## src/rtl/dataflow_bus_fabric_if.sv

```systemverilog
// dataflow_bus_fabric_if
//
// Groups the control and data signals of the bus fabric. The register and
// address values are presented together with the buses they are built from.
//
// Parameters mirror the fabric: WIDTH, NUM_REGS, NUM_BUSES.
// SELW is the width of one bus-select field and is max(1, clog2(NUM_BUSES)).
//
// Modports
//   master : drives the controls (ext_in, ext_drive, reg_load, reg_load_sel,
//            reg_drive, reg_drive_sel, abl_load, abh_load, addr_inc,
//            contention_clr) and observes the results.
//   slave  : the fabric side; receives the controls and drives bus_value,
//            reg_value, addr_out and contention.
interface dataflow_bus_fabric_if #(
    parameter int WIDTH     = 8,
    parameter int NUM_REGS  = 4,
    parameter int NUM_BUSES = 3,
    parameter int SELW      = (NUM_BUSES > 1) ? $clog2(NUM_BUSES) : 1
);
    logic [WIDTH-1:0]            ext_in;
    logic [NUM_BUSES-1:0]        ext_drive;
    logic [NUM_REGS-1:0]         reg_load;
    logic [NUM_REGS*SELW-1:0]    reg_load_sel;
    logic [NUM_REGS-1:0]         reg_drive;
    logic [NUM_REGS*SELW-1:0]    reg_drive_sel;
    logic                        abl_load;
    logic                        abh_load;
    logic                        addr_inc;
    logic                        contention_clr;
    logic [NUM_BUSES*WIDTH-1:0]  bus_value;
    logic [NUM_REGS*WIDTH-1:0]   reg_value;
    logic [2*WIDTH-1:0]          addr_out;
    logic [NUM_BUSES-1:0]        contention;

    modport master (
        output ext_in, ext_drive, reg_load, reg_load_sel, reg_drive,
               reg_drive_sel, abl_load, abh_load, addr_inc, contention_clr,
        input  bus_value, reg_value, addr_out, contention
    );

    modport slave (
        input  ext_in, ext_drive, reg_load, reg_load_sel, reg_drive,
               reg_drive_sel, abl_load, abh_load, addr_inc, contention_clr,
        output bus_value, reg_value, addr_out, contention
    );
endinterface

```

## src/rtl/dataflow_bus_fabric.sv

```systemverilog
// dataflow_bus_fabric
//
// A set of precharged internal buses with wired-AND resolution, a bank of
// general registers that load from and drive onto those buses, and an
// address latch pair (low/high) with a 2*WIDTH-bit incrementer.
//
// Ports
//   clk     : rising-edge clock
//   nrst    : synchronous active-low reset (clears registers, address and
//             contention flags)
//   bus_if  : dataflow_bus_fabric_if.slave carrying all controls and results
//             (bus_value is combinational, all other outputs registered)
//
// Configuration
//   DATAFLOW_CONTENTION_DETECT_EN : when defined, contention[b] becomes a
//   sticky flag set after any cycle with two or more drivers on bus b and
//   cleared by contention_clr (set wins). When undefined, contention is 0.
module dataflow_bus_fabric #(
    parameter int WIDTH     = 8,
    parameter int NUM_REGS  = 4,
    parameter int NUM_BUSES = 3,
    parameter int ABL_BUS   = 1,
    parameter int ABH_BUS   = 2
) (
    input  logic                  clk,
    input  logic                  nrst,
    dataflow_bus_fabric_if.slave  bus_if
);
    localparam int SELW = (NUM_BUSES > 1) ? $clog2(NUM_BUSES) : 1;

    logic [WIDTH-1:0]    regs     [NUM_REGS];
    logic [WIDTH-1:0]    bus      [NUM_BUSES];
    // drv[b][i] : register i drives bus b; drv[b][NUM_REGS] : ext_in drives bus b
    logic [NUM_REGS:0]   drv      [NUM_BUSES];
    logic [WIDTH-1:0]    load_val [NUM_REGS];
    logic [NUM_REGS-1:0] load_ok;
    logic [WIDTH-1:0]    addr_lo;
    logic [WIDTH-1:0]    addr_hi;

    // Out-of-range drive selects never match a real bus index, so they
    // simply produce no driver.
    always_comb begin
        for (int b = 0; b < NUM_BUSES; b++) begin
            drv[b] = '0;
            drv[b][NUM_REGS] = bus_if.ext_drive[b];
            for (int i = 0; i < NUM_REGS; i++) begin
                drv[b][i] = bus_if.reg_drive[i] &&
                            (bus_if.reg_drive_sel[i*SELW +: SELW] == SELW'(b));
            end
        end
    end

    // Precharged wired-AND: start at all-ones and pull down by each driver.
    always_comb begin
        for (int b = 0; b < NUM_BUSES; b++) begin
            bus[b] = '1;
            if (drv[b][NUM_REGS]) begin
                bus[b] = bus[b] & bus_if.ext_in;
            end
            for (int i = 0; i < NUM_REGS; i++) begin
                if (drv[b][i]) begin
                    bus[b] = bus[b] & regs[i];
                end
            end
        end
    end

    // Load source mux; a select outside the bus range leaves load_ok low so
    // the register holds. Registers read the pre-edge bus, so a register
    // driving and loading at once has no loop through itself.
    always_comb begin
        for (int i = 0; i < NUM_REGS; i++) begin
            load_ok[i]  = 1'b0;
            load_val[i] = '0;
            for (int b = 0; b < NUM_BUSES; b++) begin
                if (bus_if.reg_load_sel[i*SELW +: SELW] == SELW'(b)) begin
                    load_ok[i]  = 1'b1;
                    load_val[i] = bus[b];
                end
            end
        end
    end

    always_ff @(posedge clk) begin
        if (!nrst) begin
            for (int i = 0; i < NUM_REGS; i++) begin
                regs[i] <= '0;
            end
        end else begin
            for (int i = 0; i < NUM_REGS; i++) begin
                if (bus_if.reg_load[i] && load_ok[i]) begin
                    regs[i] <= load_val[i];
                end
            end
        end
    end

    // Any latch load takes priority and the increment is dropped that cycle.
    always_ff @(posedge clk) begin
        if (!nrst) begin
            addr_lo <= '0;
            addr_hi <= '0;
        end else if (bus_if.abl_load || bus_if.abh_load) begin
            if (bus_if.abl_load) begin
                addr_lo <= bus[ABL_BUS];
            end
            if (bus_if.abh_load) begin
                addr_hi <= bus[ABH_BUS];
            end
        end else if (bus_if.addr_inc) begin
            {addr_hi, addr_lo} <= {addr_hi, addr_lo} + (2*WIDTH)'(1);
        end
    end

`ifdef DATAFLOW_CONTENTION_DETECT_EN
    logic [NUM_BUSES-1:0] multi;
    logic [NUM_BUSES-1:0] cont_q;

    // Two or more drivers exactly when clearing the lowest set bit leaves
    // something behind.
    always_comb begin
        for (int b = 0; b < NUM_BUSES; b++) begin
            multi[b] = |(drv[b] & (drv[b] - (NUM_REGS+1)'(1)));
        end
    end

    always_ff @(posedge clk) begin
        if (!nrst) begin
            cont_q <= '0;
        end else begin
            cont_q <= (bus_if.contention_clr ? '0 : cont_q) | multi;
        end
    end

    assign bus_if.contention = cont_q;
`else
    logic unused_contention_clr;
    assign unused_contention_clr = bus_if.contention_clr;
    assign bus_if.contention     = '0;
`endif

    for (genvar b = 0; b < NUM_BUSES; b++) begin : g_bus_out
        assign bus_if.bus_value[b*WIDTH +: WIDTH] = bus[b];
    end

    for (genvar i = 0; i < NUM_REGS; i++) begin : g_reg_out
        assign bus_if.reg_value[i*WIDTH +: WIDTH] = regs[i];
    end

    assign bus_if.addr_out = {addr_hi, addr_lo};

endmodule

```

## src/flat_wrapper.sv

```systemverilog
// flat-port wrapper written by rule: the top's interface ports become plain ports
module dataflow_bus_fabric_flat 
#(
    parameter int WIDTH     = 8,
    parameter int NUM_REGS  = 4,
    parameter int NUM_BUSES = 3,
    parameter int ABL_BUS   = 1,
    parameter int ABH_BUS   = 2
)
  (clk, nrst, bus_if_ext_in, bus_if_ext_drive, bus_if_reg_load, bus_if_reg_load_sel, bus_if_reg_drive, bus_if_reg_drive_sel, bus_if_abl_load, bus_if_abh_load, bus_if_addr_inc, bus_if_contention_clr, bus_if_bus_value, bus_if_reg_value, bus_if_addr_out, bus_if_contention);
  dataflow_bus_fabric_if #(.WIDTH(WIDTH), .NUM_REGS(NUM_REGS), .NUM_BUSES(NUM_BUSES)) bus_if_i ();
  input  logic clk;
  input  logic nrst;
  input wire logic [$bits(bus_if_i.ext_in)-1:0] bus_if_ext_in;
  input wire logic [$bits(bus_if_i.ext_drive)-1:0] bus_if_ext_drive;
  input wire logic [$bits(bus_if_i.reg_load)-1:0] bus_if_reg_load;
  input wire logic [$bits(bus_if_i.reg_load_sel)-1:0] bus_if_reg_load_sel;
  input wire logic [$bits(bus_if_i.reg_drive)-1:0] bus_if_reg_drive;
  input wire logic [$bits(bus_if_i.reg_drive_sel)-1:0] bus_if_reg_drive_sel;
  input wire logic [$bits(bus_if_i.abl_load)-1:0] bus_if_abl_load;
  input wire logic [$bits(bus_if_i.abh_load)-1:0] bus_if_abh_load;
  input wire logic [$bits(bus_if_i.addr_inc)-1:0] bus_if_addr_inc;
  input wire logic [$bits(bus_if_i.contention_clr)-1:0] bus_if_contention_clr;
  output wire logic [$bits(bus_if_i.bus_value)-1:0] bus_if_bus_value;
  output wire logic [$bits(bus_if_i.reg_value)-1:0] bus_if_reg_value;
  output wire logic [$bits(bus_if_i.addr_out)-1:0] bus_if_addr_out;
  output wire logic [$bits(bus_if_i.contention)-1:0] bus_if_contention;
  assign bus_if_i.ext_in = bus_if_ext_in;
  assign bus_if_i.ext_drive = bus_if_ext_drive;
  assign bus_if_i.reg_load = bus_if_reg_load;
  assign bus_if_i.reg_load_sel = bus_if_reg_load_sel;
  assign bus_if_i.reg_drive = bus_if_reg_drive;
  assign bus_if_i.reg_drive_sel = bus_if_reg_drive_sel;
  assign bus_if_i.abl_load = bus_if_abl_load;
  assign bus_if_i.abh_load = bus_if_abh_load;
  assign bus_if_i.addr_inc = bus_if_addr_inc;
  assign bus_if_i.contention_clr = bus_if_contention_clr;
  assign bus_if_bus_value = bus_if_i.bus_value;
  assign bus_if_reg_value = bus_if_i.reg_value;
  assign bus_if_addr_out = bus_if_i.addr_out;
  assign bus_if_contention = bus_if_i.contention;
  dataflow_bus_fabric #(.WIDTH(WIDTH), .NUM_REGS(NUM_REGS), .NUM_BUSES(NUM_BUSES), .ABL_BUS(ABL_BUS), .ABH_BUS(ABH_BUS)) u_core (.clk(clk), .nrst(nrst), .bus_if(bus_if_i));
endmodule
```

## config.mk

```make
export PLATFORM = sky130hd
export DESIGN_NAME = dataflow_bus_fabric_flat
export DESIGN_NICKNAME = d
export VERILOG_FILES = /design/src/rtl/dataflow_bus_fabric_if.sv /design/src/rtl/dataflow_bus_fabric.sv /design/src/flat_wrapper.sv
export SDC_FILE = /design/constraint.sdc
export NUM_CORES = 1
export LEC_CHECK = 0
export BUFFER_PORTS_ARGS = -buffer_cell sky130_fd_sc_hd__clkbuf_2
export CORE_MARGIN = 3
export CORE_UTILIZATION = 55
export CTS_CLUSTER_SIZE = 30
export DETAILED_ROUTE_END_ITERATION = 6
export PLACE_DENSITY_LB_ADDON = 0.15
export SYNTH_ARGS = -nofsm -noshare
export SYNTH_HDL_FRONTEND = slang
export SYNTH_SLANG_ARGS = --single-unit
```

## constraint.sdc

```tcl
create_clock -name clk -period 3 [get_ports clk]
set_input_delay 0.6 -clock clk [delete_from_list [all_inputs] [get_ports clk]]
set_output_delay 0.6 -clock clk [all_outputs]
set_load 0.01 [all_outputs]
```

==> impl_summary.txt <==
----------------------------------------------------
[STA]
  Share of the clock period used by the worst path ... 92.05%
  Layout Skew ... 0.008510 ns
  Final Max Slew Viols ... 0
  Worst slew slack as a fraction of its limit ... 55.87%
  Peak clock frequency supported by timing ... 0.3621 GHz
  Transition at the pin with the smallest max-transition slack ... 0.6585 ns
  Final total negative setup slack ... 0 ns
  Number of setup violations in the final report ... 0
  Final-layout worst hold slack ... 0.6478 ns
  Post-route worst setup slack ... 0.2384 ns
  Setup repair after global routing missed its margin ... false
  Clock period minus worst slack ... 2.762 ns
  Number of endpoints with negative hold slack in the final report ... 0

[Power and ir drop]
  Clock network fraction of design power ... 26.1%
  Sequential power share ... 44.3%
  Combinational share of power ... 29.5%
  Total power draw ... 0.001908 W
  Total internal power ... 0.001242 W
  Switching Share ... 34.89%
  P per Cell Area ... 432.7 nW/um2
  Peak VDD IR ... 0.2895 mV
  Net Switching ... 0.0006659 W
  Leakage Power ... 1.850 nW

[CTS]
  Hold-fix buffers, CTS ... 0
  H-tree level count ... 2
  Reg clk slew, reported paths ... 0.10 ns
  Cells resized by post-CTS repair ... 0
  Clock insertion delay at the later pin of the skew report ... 0.31 ns
  CTS tree ... yes
  Clock buffers created by TritonCTS ... 5
  Number of buffers on the longest clock path ... 2
  CTS sink cnt ... 48
  Cell at the root of the clock tree ... sky130_fd_sc_hd__clkbuf_8
  Number of setup buffers added after CTS ... 0

[Synth]
  Leading cell types by total area after synthesis ... sky130_fd_sc_hd__edfxtp_1 (26%), sky130_fd_sc_hd__dfxtp_1 (8.7%), sky130_fd_sc_hd__o221ai_1 (7.9%), sky130_fd_sc_hd__nand2_1 (5.0%), sky130_fd_sc_hd__o22ai_1 (4.6%)
  Share of the synthesized area in the top cell type ... 26.10%
  Post-Synthesis Cell Area ... 3681 um2
  Main synth FF type ... sky130_fd_sc_hd__edfxtp_1
  Yosys warns ... 0
  Most area-hungry cell type in the Yosys netlist ... sky130_fd_sc_hd__edfxtp_1
  Yosys reg bits ... 48
  Number of enable-type register cells in the synthesized netlist ... 32
  Sequential fraction of the synthesis area ... 34.81%
  Syn Inst Count ... 422
  Number of distinct library cell variants in the gate-level netlist after synthesis ... 57
  Mean Syn Cell Area ... 8.723 um2
  Cell with the most instances after synthesis ... sky130_fd_sc_hd__nand2_1
  Top post-synthesis cells by count ... sky130_fd_sc_hd__nand2_1 (49), sky130_fd_sc_hd__o221ai_1 (33), sky130_fd_sc_hd__edfxtp_1 (32)
  Asr flop ratio synth ... 0%

[Placement]
  HPWL after detailed placement ... 9.718 mm
  Dpl ws ... 0.3428 ns
  Routability congestion estimate ... 1.005
  I/O Buffers ... 111

[Floorplan]
  Initial core utilization ... 57.32%
  Std-Cell Rows ... 29
  Area enclosed by the die boundary ... 7711 um2
  Die height ... 87.81 um
  Standard cell core area ... 6422 um2
  Count of pins on the block boundary ... 116
  Die Wd ... 87.81 um

[Critical path]
  Number of cells on the worst reg-to-reg path ... 4
  Nature of the critical path endpoint ... output pin
  Reg2Reg Capture Point ... u_core.addr_hi[7]
  Signal arrival time at the worst endpoint ... 2.16 ns
  Capturing instance or port of the critical path ... bus_if_bus_value[10]
  Reg-to-reg critical path startpoint ... u_core.addr_lo[3]
  Crit-path max cell delay ... 0.51 ns
  First element of the critical path ... bus_if_reg_drive_sel[1]
  Crit path max fanout ... 9
  Worst setup slack for register-to-register paths ... 1.14 ns
  Crit path buf inv count ... 2
  Crit path launch type ... input port
  Worst path slowest cell ... sky130_fd_sc_hd__nor3b_1
  Data required time of the worst path ... 2.40 ns
  Instance count on the critical path ... 5
  Critical path class ... input port to output pin
  Library cell appearing most often on the critical path ... sky130_fd_sc_hd__clkbuf_2
  Critical-path cell list ... clkbuf_2 -> nand3b_1 -> o221a_2 -> nor3b_1 -> clkbuf_2
  Largest delay contributor family on the critical path ... simple AND/OR/NAND/NOR gates

[Route]
  Final routed wire length divided by cell count ... 21.76 um
  Detailed Route WL ... 13.17 mm
  Drt pass-1 iters ... 6
  Detailed Route Iter0 Violations ... 644
  Number of nets still failing antenna checks after routing ... 0
  Routed via count divided by cell count ... 6.993
  Drt drc ... 0
  Total via count in the routed design ... 4,231

[Min path]
  Worst Hold Launch ... u_core.addr_hi[1]
  Worst min path class ... flip-flop to flip-flop

[Final layout]
  Diodes inserted ... 0
  Area used by multi-input combinational logic ... 2180 um2
  Register area ... 1281 um2
  Final layout net count ... 569
  Area growth, synth to finish ... 19.82%
  Fraction of the core area covered by cells at the end of the flow ... 68.67%
  Filler cell count in the final layout ... 552
  Proportion of layout cells with a drive suffix above 1 ... 28.98%

[Global routing]
  Number of global-route vias before repair ... 3,848
  Largest net degree at the start of global routing ... 26
  Overflow left after global routing ... 0
  Antenna violations before repair ... 0
  Global router's overall resource usage ... 34.16%
  Wire length of the first global-routing pass ... 20.00 mm

[Job]
  Reported max-cap violation count ... 0

[Outcome]
  Outcome ... complete, no violations

----------------------------------------------------
==> worst register-to-register path, delay by kind of cell, from the launching register on <==
family,cells,cell delay (ns)
and+or+nand+nor,2,0.80
AOI/OAI and AO/OA,2,0.49
DFF,1,0.47
==> worst min-delay path by stage <==
stage	end	slack, ns	depth (start not counted)
global placement	u_core.addr_hi[1]	0.61	2
floorplan	u_core.addr_hi[1]	0.62	2
global route	u_core.addr_hi[5]	0.68	2
detailed placement	u_core.addr_hi[1]	0.62	2
finish	u_core.addr_hi[1]	0.65	2
CTS	u_core.addr_hi[1]	0.64	2
==> flip-flops by register name (all words and copies together) (netlist names) <==
| register | count |
|---|---|
| u_core.addr_lo | 8 |
| u_core.addr_hi | 8 |
| u_core.regs | 32 |
==> layer usage <==
metal	global-route usage [%]	vias to the layer above	wire, um
li1	-	1885	-
met1	45.21	1930	4988
met2	53.29	355	5869
met3	9.595	61	1789
met4	12.69	0	519
met5	0	-	0
==> cells by family (layout without fill, tap and decap cells) <==
kind of cell,after synthesis,count (layout),share of synthesized area (%)
AOI/OAI and AO/OA,109,109,24.13
xor gates and xnor gates,6,6,1.428
adders and majority gates,1,1,0.3399
buffers and inverters,54,158,6.186
DFF,48,48,34.81
muxes,3,3,0.8158
other,1,3,0.1019
and+or+nand+nor,200,200,32.19
==> final cells by class <==
| class | instances | area share, % |
|---|---|---|
| Multi-Input combinational cell | 322 | 49.42 |
| Sequential cell | 48 | 29.05 |
| Timing Repair Buffer | 121 | 14.30 |
| Inverter | 29 | 2.468 |
| Tap cell | 77 | 2.184 |
| Clock buffer | 5 | 1.560 |
| Clock inverter | 3 | 1.021 |
==> per-stage QoR <==
step / instance area [um2] / std cells
finish: 4410 / 605
global placement: 4297 / 597
global route: 4410 / 605
CTS: 4410 / 605
floorplan: 3689 / 424
detailed placement: 4297 / 597
==> power by group through the flow <==
stage	Clock [W]	Sequential [W]	Combinational [W]
2_1_floorplan	0	0.000869	0.000291
3_3_place_gp	0	0.000857	0.000539
3_5_place_dp	0	0.000858	0.000547
4_1_cts	0.000495	0.000842	0.000552
5_1_grt	0.000531	0.000855	0.000607
6_report	0.000499	0.000846	0.000563
==> cells in the final DEF (no fill, tap or decap), types with 8 or more instances in the layout <==
cell	netlist	routed
sky130_fd_sc_hd__o22ai_1	27	27
sky130_fd_sc_hd__nand3_1	11	11
sky130_fd_sc_hd__nor3_1	31	31
sky130_fd_sc_hd__clkbuf_2	0	111
sky130_fd_sc_hd__inv_1	29	29
sky130_fd_sc_hd__or3_1	20	20
sky130_fd_sc_hd__nand2_1	49	49
sky130_fd_sc_hd__nand3b_1	8	8
sky130_fd_sc_hd__o221a_2	9	9
sky130_fd_sc_hd__o221ai_1	33	33
sky130_fd_sc_hd__buf_4	3	10
sky130_fd_sc_hd__edfxtp_1	32	32
sky130_fd_sc_hd__nor2_1	19	19
sky130_fd_sc_hd__dfxtp_1	16	16
sky130_fd_sc_hd__nand4b_1	10	10
(Power assumes the default switching activity.)
